`src/rtl/bird_pkg.sv`:
```
// Shared types and constants for the bird motion controller.
package bird_pkg;

    typedef enum logic [1:0] {
        IDLE = 2'd0,
        PLAY = 2'd1,
        DEAD = 2'd2
    } bird_state_t;

    localparam int BIRD_FALL_PERIOD_DEFAULT = 25_000_000;

endpackage

```
`src/rtl/bird_motion_ctrl_key_pulse.sv`:
```
// Flap key conditioning: optional two-flop synchronizer (BIRD_KEY_SYNC_EN) and
// rising-edge detector producing one key_event per press.
import bird_pkg::*;

module key_pulse (
    input  logic clk,
    input  logic reset,
    input  logic key,
    output logic key_event
);

    logic s1_q, s1_d;
`ifdef BIRD_KEY_SYNC_EN
    logic s2_q, s2_d;
`endif
    logic kdly_q, kdly_d;
    logic k_s;

    // Next-state of the key pipeline and selection of the conditioned key.
    always_comb begin
        s1_d = key;
`ifdef BIRD_KEY_SYNC_EN
        s2_d = s1_q;
        k_s  = s2_q;
`else
        k_s  = s1_q;
`endif
        kdly_d = k_s;
    end

    // Key pipeline registers.
    always_ff @(posedge clk or negedge reset) begin
        if (!reset) begin
            s1_q   <= 1'b0;
`ifdef BIRD_KEY_SYNC_EN
            s2_q   <= 1'b0;
`endif
            kdly_q <= 1'b0;
        end else begin
            s1_q   <= s1_d;
`ifdef BIRD_KEY_SYNC_EN
            s2_q   <= s2_d;
`endif
            kdly_q <= kdly_d;
        end
    end

    assign key_event = k_s & ~kdly_q;

endmodule

```
`src/rtl/bird_motion_ctrl.sv`:
```
// Bird motion controller: game FSM, gravity counter and flap/fall strobes.
// Build option BIRD_KEY_SYNC_EN adds a two-flop key synchronizer.
import bird_pkg::*;

module bird_motion_ctrl #(
    parameter int FALL_PERIOD = BIRD_FALL_PERIOD_DEFAULT
) (
    input  logic clk,
    input  logic reset,
    input  logic key,
    input  logic hit,
    output logic flap,
    output logic fall,
    output logic playing,
    output logic dead
);

    localparam int CW = $clog2(FALL_PERIOD);
    localparam logic [CW-1:0] TERM_CNT = CW'(FALL_PERIOD - 1);

    bird_state_t   state_q, state_d;
    logic [CW-1:0] cnt_q, cnt_d;
    logic          flap_q, flap_d;
    logic          fall_q, fall_d;
    logic          playing_q, playing_d;
    logic          dead_q, dead_d;
    logic          key_ev_s;

    key_pulse u_key_pulse (
        .clk       (clk),
        .reset     (reset),
        .key       (key),
        .key_event (key_ev_s)
    );

    // Next-state, counter and strobe decode; hit outranks flap, flap outranks fall.
    always_comb begin
        state_d = state_q;
        cnt_d   = {CW{1'b0}};
        flap_d  = 1'b0;
        fall_d  = 1'b0;
        case (state_q)
            IDLE: begin
                if (key_ev_s) begin
                    state_d = PLAY;
                    flap_d  = 1'b1;
                end else begin
                    state_d = IDLE;
                end
            end
            PLAY: begin
                if (hit) begin
                    state_d = DEAD;
                end else if (key_ev_s) begin
                    flap_d = 1'b1;
                end else if (cnt_q == TERM_CNT) begin
                    fall_d = 1'b1;
                end else begin
                    cnt_d = cnt_q + CW'(1);
                end
            end
            DEAD: begin
                state_d = DEAD;
            end
            default: begin
                state_d = IDLE;
            end
        endcase
        playing_d = (state_d == PLAY);
        dead_d    = (state_d == DEAD);
    end

    // State, counter and registered outputs.
    always_ff @(posedge clk or negedge reset) begin
        if (!reset) begin
            state_q   <= IDLE;
            cnt_q     <= {CW{1'b0}};
            flap_q    <= 1'b0;
            fall_q    <= 1'b0;
            playing_q <= 1'b0;
            dead_q    <= 1'b0;
        end else begin
            state_q   <= state_d;
            cnt_q     <= cnt_d;
            flap_q    <= flap_d;
            fall_q    <= fall_d;
            playing_q <= playing_d;
            dead_q    <= dead_d;
        end
    end

    assign flap    = flap_q;
    assign fall    = fall_q;
    assign playing = playing_q;
    assign dead    = dead_q;

endmodule

```
`config.mk`:
```
export PLATFORM = sky130hd
export DESIGN_NAME = bird_motion_ctrl
export DESIGN_NICKNAME = d
export VERILOG_FILES = /design/src/rtl/bird_pkg.sv /design/src/rtl/bird_motion_ctrl_key_pulse.sv /design/src/rtl/bird_motion_ctrl.sv
export SDC_FILE = /design/constraint.sdc
export NUM_CORES = 1
export LEC_CHECK = 0
export ABC_AREA = 1
export CAP_MARGIN = 15
export CORE_UTILIZATION = 39
export CTS_CLUSTER_SIZE = 25
export DETAILED_ROUTE_END_ITERATION = 10
export PLACE_DENSITY = 0.63
export SKIP_LAST_GASP = 1
export SLEW_MARGIN = 10
export SYNTH_ARGS = -nofsm -noshare
export SYNTH_HDL_FRONTEND = slang
export SYNTH_SLANG_ARGS = --single-unit
```
`constraint.sdc`:
```
create_clock -name clk -period 3.7 [get_ports clk]
set_input_delay 0.555 -clock clk [delete_from_list [all_inputs] [get_ports clk]]
set_output_delay 0.555 -clock clk [all_outputs]
set_load 0.005 [all_outputs]
```
# --- Word-level counts from Yosys, hierarchy flattened ---
# Cells that the tools add are included.
classes:
  n_addsub: 1
  shift: 0
  n_mul: 0
  n_bitwise: 2
  magnitude_cmp: 0
  n_mux: 14
  reduce_logical: 1
  eq_ne: 5
  n_div: 0
ops:
  columns: ["op", "n"]
  rows:
  - ["two-way mux 25 bit", 4]
  - ["adder 25 x 1 -> 25 bit (second input constant)", 1]
  - ["== test 25 bit (second input constant)", 1]
  - ["two-way mux 1 bit", 7]
  - ["one-hot mux 2 bit (3 select lines)", 1]
  - ["== test 2 x 1 -> 1 bit (second input constant)", 2]
  - ["== test 2 bit (second input constant)", 2]
  - ["logical NOT 2 bit", 1]
  - ["two-way mux 2 bit", 1]
  - ["one-hot mux 1 bit (2 select lines)", 1]
  - ["bitwise AND 1 bit", 1]
  - ["inverter 1 bit", 1]
totals:
  latchBits: 0
  input_bits: 4
  wordCells: 31
  ramBits: 0
  mem_bits_ro: 0
  regBits: 33
  mem_count: 0

# --- Depth between registers and ports, before layout ---
depth:
  ltp_word: 5
  depth_mapped: 11

# --- Hierarchy ---
# Synthesis repeated with hierarchy kept, for this count alone.
unflattened:
  cells_unflattened: 231
  hier_area_um2: 1744.2
by_module_without_submodules:
  columns: ["module", "instances", "area_per_inst_um2", "cells_each"]
  rows:
  - ["bird_motion_ctrl", 1, 1684.1, 227]
  - ["key_pulse", 1, 60.1, 4]

# --- Worst setup path after synthesis ---
# No wires, ideal clock.
synth_timing:
  kind: "register to register"
  startpoint: "register cnt_q[0]"
  endpoint: "register cnt_q[24]"
  n_path_buf: 0
  synth_period_minus_slack_ns: 1.357
  arrival_time_ns: 1.238
  setup_slack_ns: 2.343
  path_stages_with_launch: 9
  cell_sequence: "dfrtp_1 ha_1 nand2_1 nor2_1 nand2_1 nor2_2 nand3_1 nand2_1 nor2_1"
synth_between:
  elab_chain_len: 5
synth_rtl:
  columns: ["item", "line", "text"]
  rows:
  - ["start, declared", "bird_motion_ctrl.sv:22", "logic [CW-1:0] cnt_q, cnt_d;"]
  - ["start signal, assigned", "bird_motion_ctrl.sv:77", "cnt_q <= {CW{1'b0}};"]
  - ["start signal, assigned", "bird_motion_ctrl.sv:84", "cnt_q <= cnt_d;"]
  - ["adder 25 x 1 -> 25 bit or == test 25 bit (tied branches)", "bird_motion_ctrl.sv:59, bird_motion_ctrl.sv:56", null]
  - ["two-way mux 25 bit *", "bird_motion_ctrl.sv:56", "end else if (cnt_q == TERM_CNT) begin"]
  - ["two-way mux 25 bit *", "bird_motion_ctrl.sv:54", "end else if (key_ev_s) begin"]
  - ["two-way mux 25 bit *", "bird_motion_ctrl.sv:52", "if (hit) begin"]
  - ["two-way mux 25 bit *", "bird_motion_ctrl.sv:42", "case (state_q)"]
  - ["net cnt_d[24]", "bird_motion_ctrl.sv:22", null]
# The timed path passes the listed nets; every way through them passes the cells marked *.

# --- Final worst setup path ---
layout_timing:
  startpoint: "input port hit"
  endpoint: "register cnt_q[15]"
layout_between:
  elab_chain_len: 2
layout_rtl:
  columns: ["item", "line", "text"]
  rows:
  - ["start, declared", "bird_motion_ctrl.sv:11", "input logic hit,"]
  - ["two-way mux 25 bit", "bird_motion_ctrl.sv:52", null]
  - ["two-way mux 25 bit", "bird_motion_ctrl.sv:42", null]
  - ["net cnt_d[15]", "bird_motion_ctrl.sv:22", null]
# The timed path passes the listed nets, and every way through them passes these cells.

==> out/qor.txt <==
Post-DP Area: 2010 um^2
maximum vdd ir drop: 0.199 mV
sequential area share after synthesis: 0.436
routed len/inst: 11.9 um
Reg2Reg Launch Point: cnt_q[0]
Area Overhead vs Synth: 11.6%
final setup fails: 0
insertion delay to the later sink of the worst-skew pair: 0.28 ns
Top Ports: 8
first drt pass iteration count: 4
CP cell instances: clkdlybuf4s50_1 -> nor3_4 -> inv_1 -> nor2_2 -> nand2_1 -> nor2_1
DR vias/cell: 4.89
post-layout min period: 1.79 ns
worst-path maximum fanout: 12
Max clock buf depth: 2
Worst Hold Class: reg -> reg
syn avg cell area: 7.06 um^2
fin area: 2110 um^2
Switching Share: 0.241
DRT iter0 DRCs: 77
CTS buffer count: 5
antenna-violating nets left: 0
GP Congestion: 0.889
critical path endpoint category: flop
CP max-delay cell: clkdlybuf4s50_1
CTS H-tree depth: 2
flop2flop setup slack: 2.06 ns
Cells after Synth: 268
Pins Over Slew Limit: 0
Residual DRC: 0
Worst setup startpoint: hit
Layout Skew: 0.00523 ns
# diodes: 0
Gate power share: 0.104
worst hold path depth: 0
Clk pwr share: 0.407
antenna violations before repair: 0
Worst Reg-to-Reg Cells: 8
vias in the first global route: 1,566
port bufs: 7
total power: 0.000810 W
grt ovf: 0
WHS: 0.374 ns
share of cells above drive strength 1: 0.107
synth unique cells: 23
# clock sinks: 33
TritonCTS clock tree: yes
core area: 4500 um^2
commonest cells after routing, fill and taps aside: nor2_1 (69), nand2_1 (69), dfrtp_1 (33), inv_1 (32), nand3_1 (11)
Initial Util: 0.420
dpl hpwl: 2920 um
setup TNS: 0 ns
Crit path largest cell delay: 0.50 ns
RSZ-0062 raised after global routing: false
final cell count without fillers: 332
hold-fix buffer count after cts: 0
post-CTS sizing: 0
clock-pin slew on the worst setup and hold paths: 0.07 ns
Worst Path Required: 3.92 ns
largest net degree at the start of global routing: 34
DIE WIDTH: 71.7 um
Startpoint Class: input pin
Post-Syn Area: 1890 um^2
Synth Warn #: 0
status: complete, no violations
Sw Pwr: 0.000196 W
overall routed net length: 3950 um
critical path class: in -> reg
Hold Fails Final Rpt: 0
layout net count: 285
Seq pwr share: 0.488
slew of the pin with the lowest slew margin: 0.525 ns
first-pass GRT wire length: 6970 um
Root Driver: clkbuf_8
f_max: 0.559 GHz
row count: 24
Fillers: 461
pwr/cell area: 384 nW/um^2
Int Pwr: 0.000615 W
crit path DAT: 2.01 ns
min-delay src: u_key_pulse.k_s
Post-CTS Setup Bufs: 0
cell leakage power: 0.851 nW
FF+latch count, synth: 33
Max-Cap Viols: 0
Synth Net Count: 273
dpl cells: 325
die height: 71.7 um
DIE AREA: 5140 um^2
GR Util All Layers: 0.175
fin crit share: 0.484
Worst slew margin: 0.650
Vias: 1,625
-- metrics by stage --
step / setup WS (ns) / util
final: 1.91 / 0.469
after detailed placement: 1.57 / 0.446
after global placement: 1.62 / 0.446
after floorplan: 2.34 / -
after CTS: 1.88 / 0.469
after global routing: 1.72 / 0.469
-- worst max-delay path, delay by kind of cell --
kind          cells  cell delay, ns
simple gates      4            0.87
buf+inv           2            0.59
-- routing by layer --
layer | up-vias | wire (um) | global-route usage
li1 | 840 | - | -
met1 | 759 | 1910 | 0.229
met2 | 21 | 1890 | 0.292
met3 | 5 | 129 | 0.0422
met4 | 0 | 25 | 0.0458
met5 | - | 0 | 0
-- state kept, by name, summed over array words and instances, names as in the netlist --
name and count:
cnt_q 25, dead 1, fall 1, playing 1, u_key_pulse.kdly_q 1, state_q 2
u_key_pulse.k_s 1, flap 1
-- cells by family (layout without fill, tap and decap cells) --
group | after synthesis | in the layout | share of synthesized area
adders and majority gates | 1 | 1 | 0.00661
and+or+nand+nor | 182 | 182 | 0.424
xor gates and xnor gates | 5 | 5 | 0.0231
AOI/OAI and AO/OA | 10 | 10 | 0.0278
buffers and inverters | 37 | 49 | 0.0820
DFF | 33 | 33 | 0.436
-- power groups by stage --
stage	logic, W	clock network, W	registers, W
floorplan	0.0000482	0	0.000402
global placement	0.0000854	0	0.000402
detailed placement	0.0000871	0	0.000402
CTS	0.0000875	0.000339	0.000396
global route	0.0000964	0.000354	0.000399
finish	0.0000845	0.000330	0.000396
-- layout make-up --
type | count | area (um^2) | share of cell area
clock buffers | 5 | 68.8 | 0.0326
clock inverters | 2 | 35.0 | 0.0166
flip-flops and latches | 33 | 826 | 0.391
repair buffers | 8 | 77.6 | 0.0367
inverters | 34 | 128 | 0.0604
multi-input cells | 198 | 912 | 0.432
well taps | 52 | 65.1 | 0.0308
-- cells in the mapped netlist --
cell type,n,share of area
nor2_4,4,0.024
buf_2,1,0.0026
nor3_4,1,0.0086
ha_1,1,0.0066
nand3b_1,1,0.0040
xnor2_1,2,0.0093
nand3_2,1,0.0053
nor3_1,9,0.024
xor2_1,3,0.014
nand3_1,11,0.029
nand2_2,9,0.030
nor2_1,69,0.14
inv_2,2,0.0040
a211oi_1,1,0.0040
buf_6,2,0.012
o21ai_0,6,0.016
nand4_1,2,0.0066
inv_1,32,0.063
nand2_1,69,0.14
nor4_1,1,0.0033
dfrtp_1,33,0.44
a21oi_1,3,0.0079
nor2_2,5,0.017
-- worst paths after layout --
kind / to
min: u_key_pulse.kdly_q
max in group asynchronous: cnt_q[8]
min reg2reg: u_key_pulse.kdly_q
max: cnt_q[15]
max reg2reg: cnt_q[15]
min in group asynchronous: cnt_q[9]
Power figures use the tool's default switching activity.
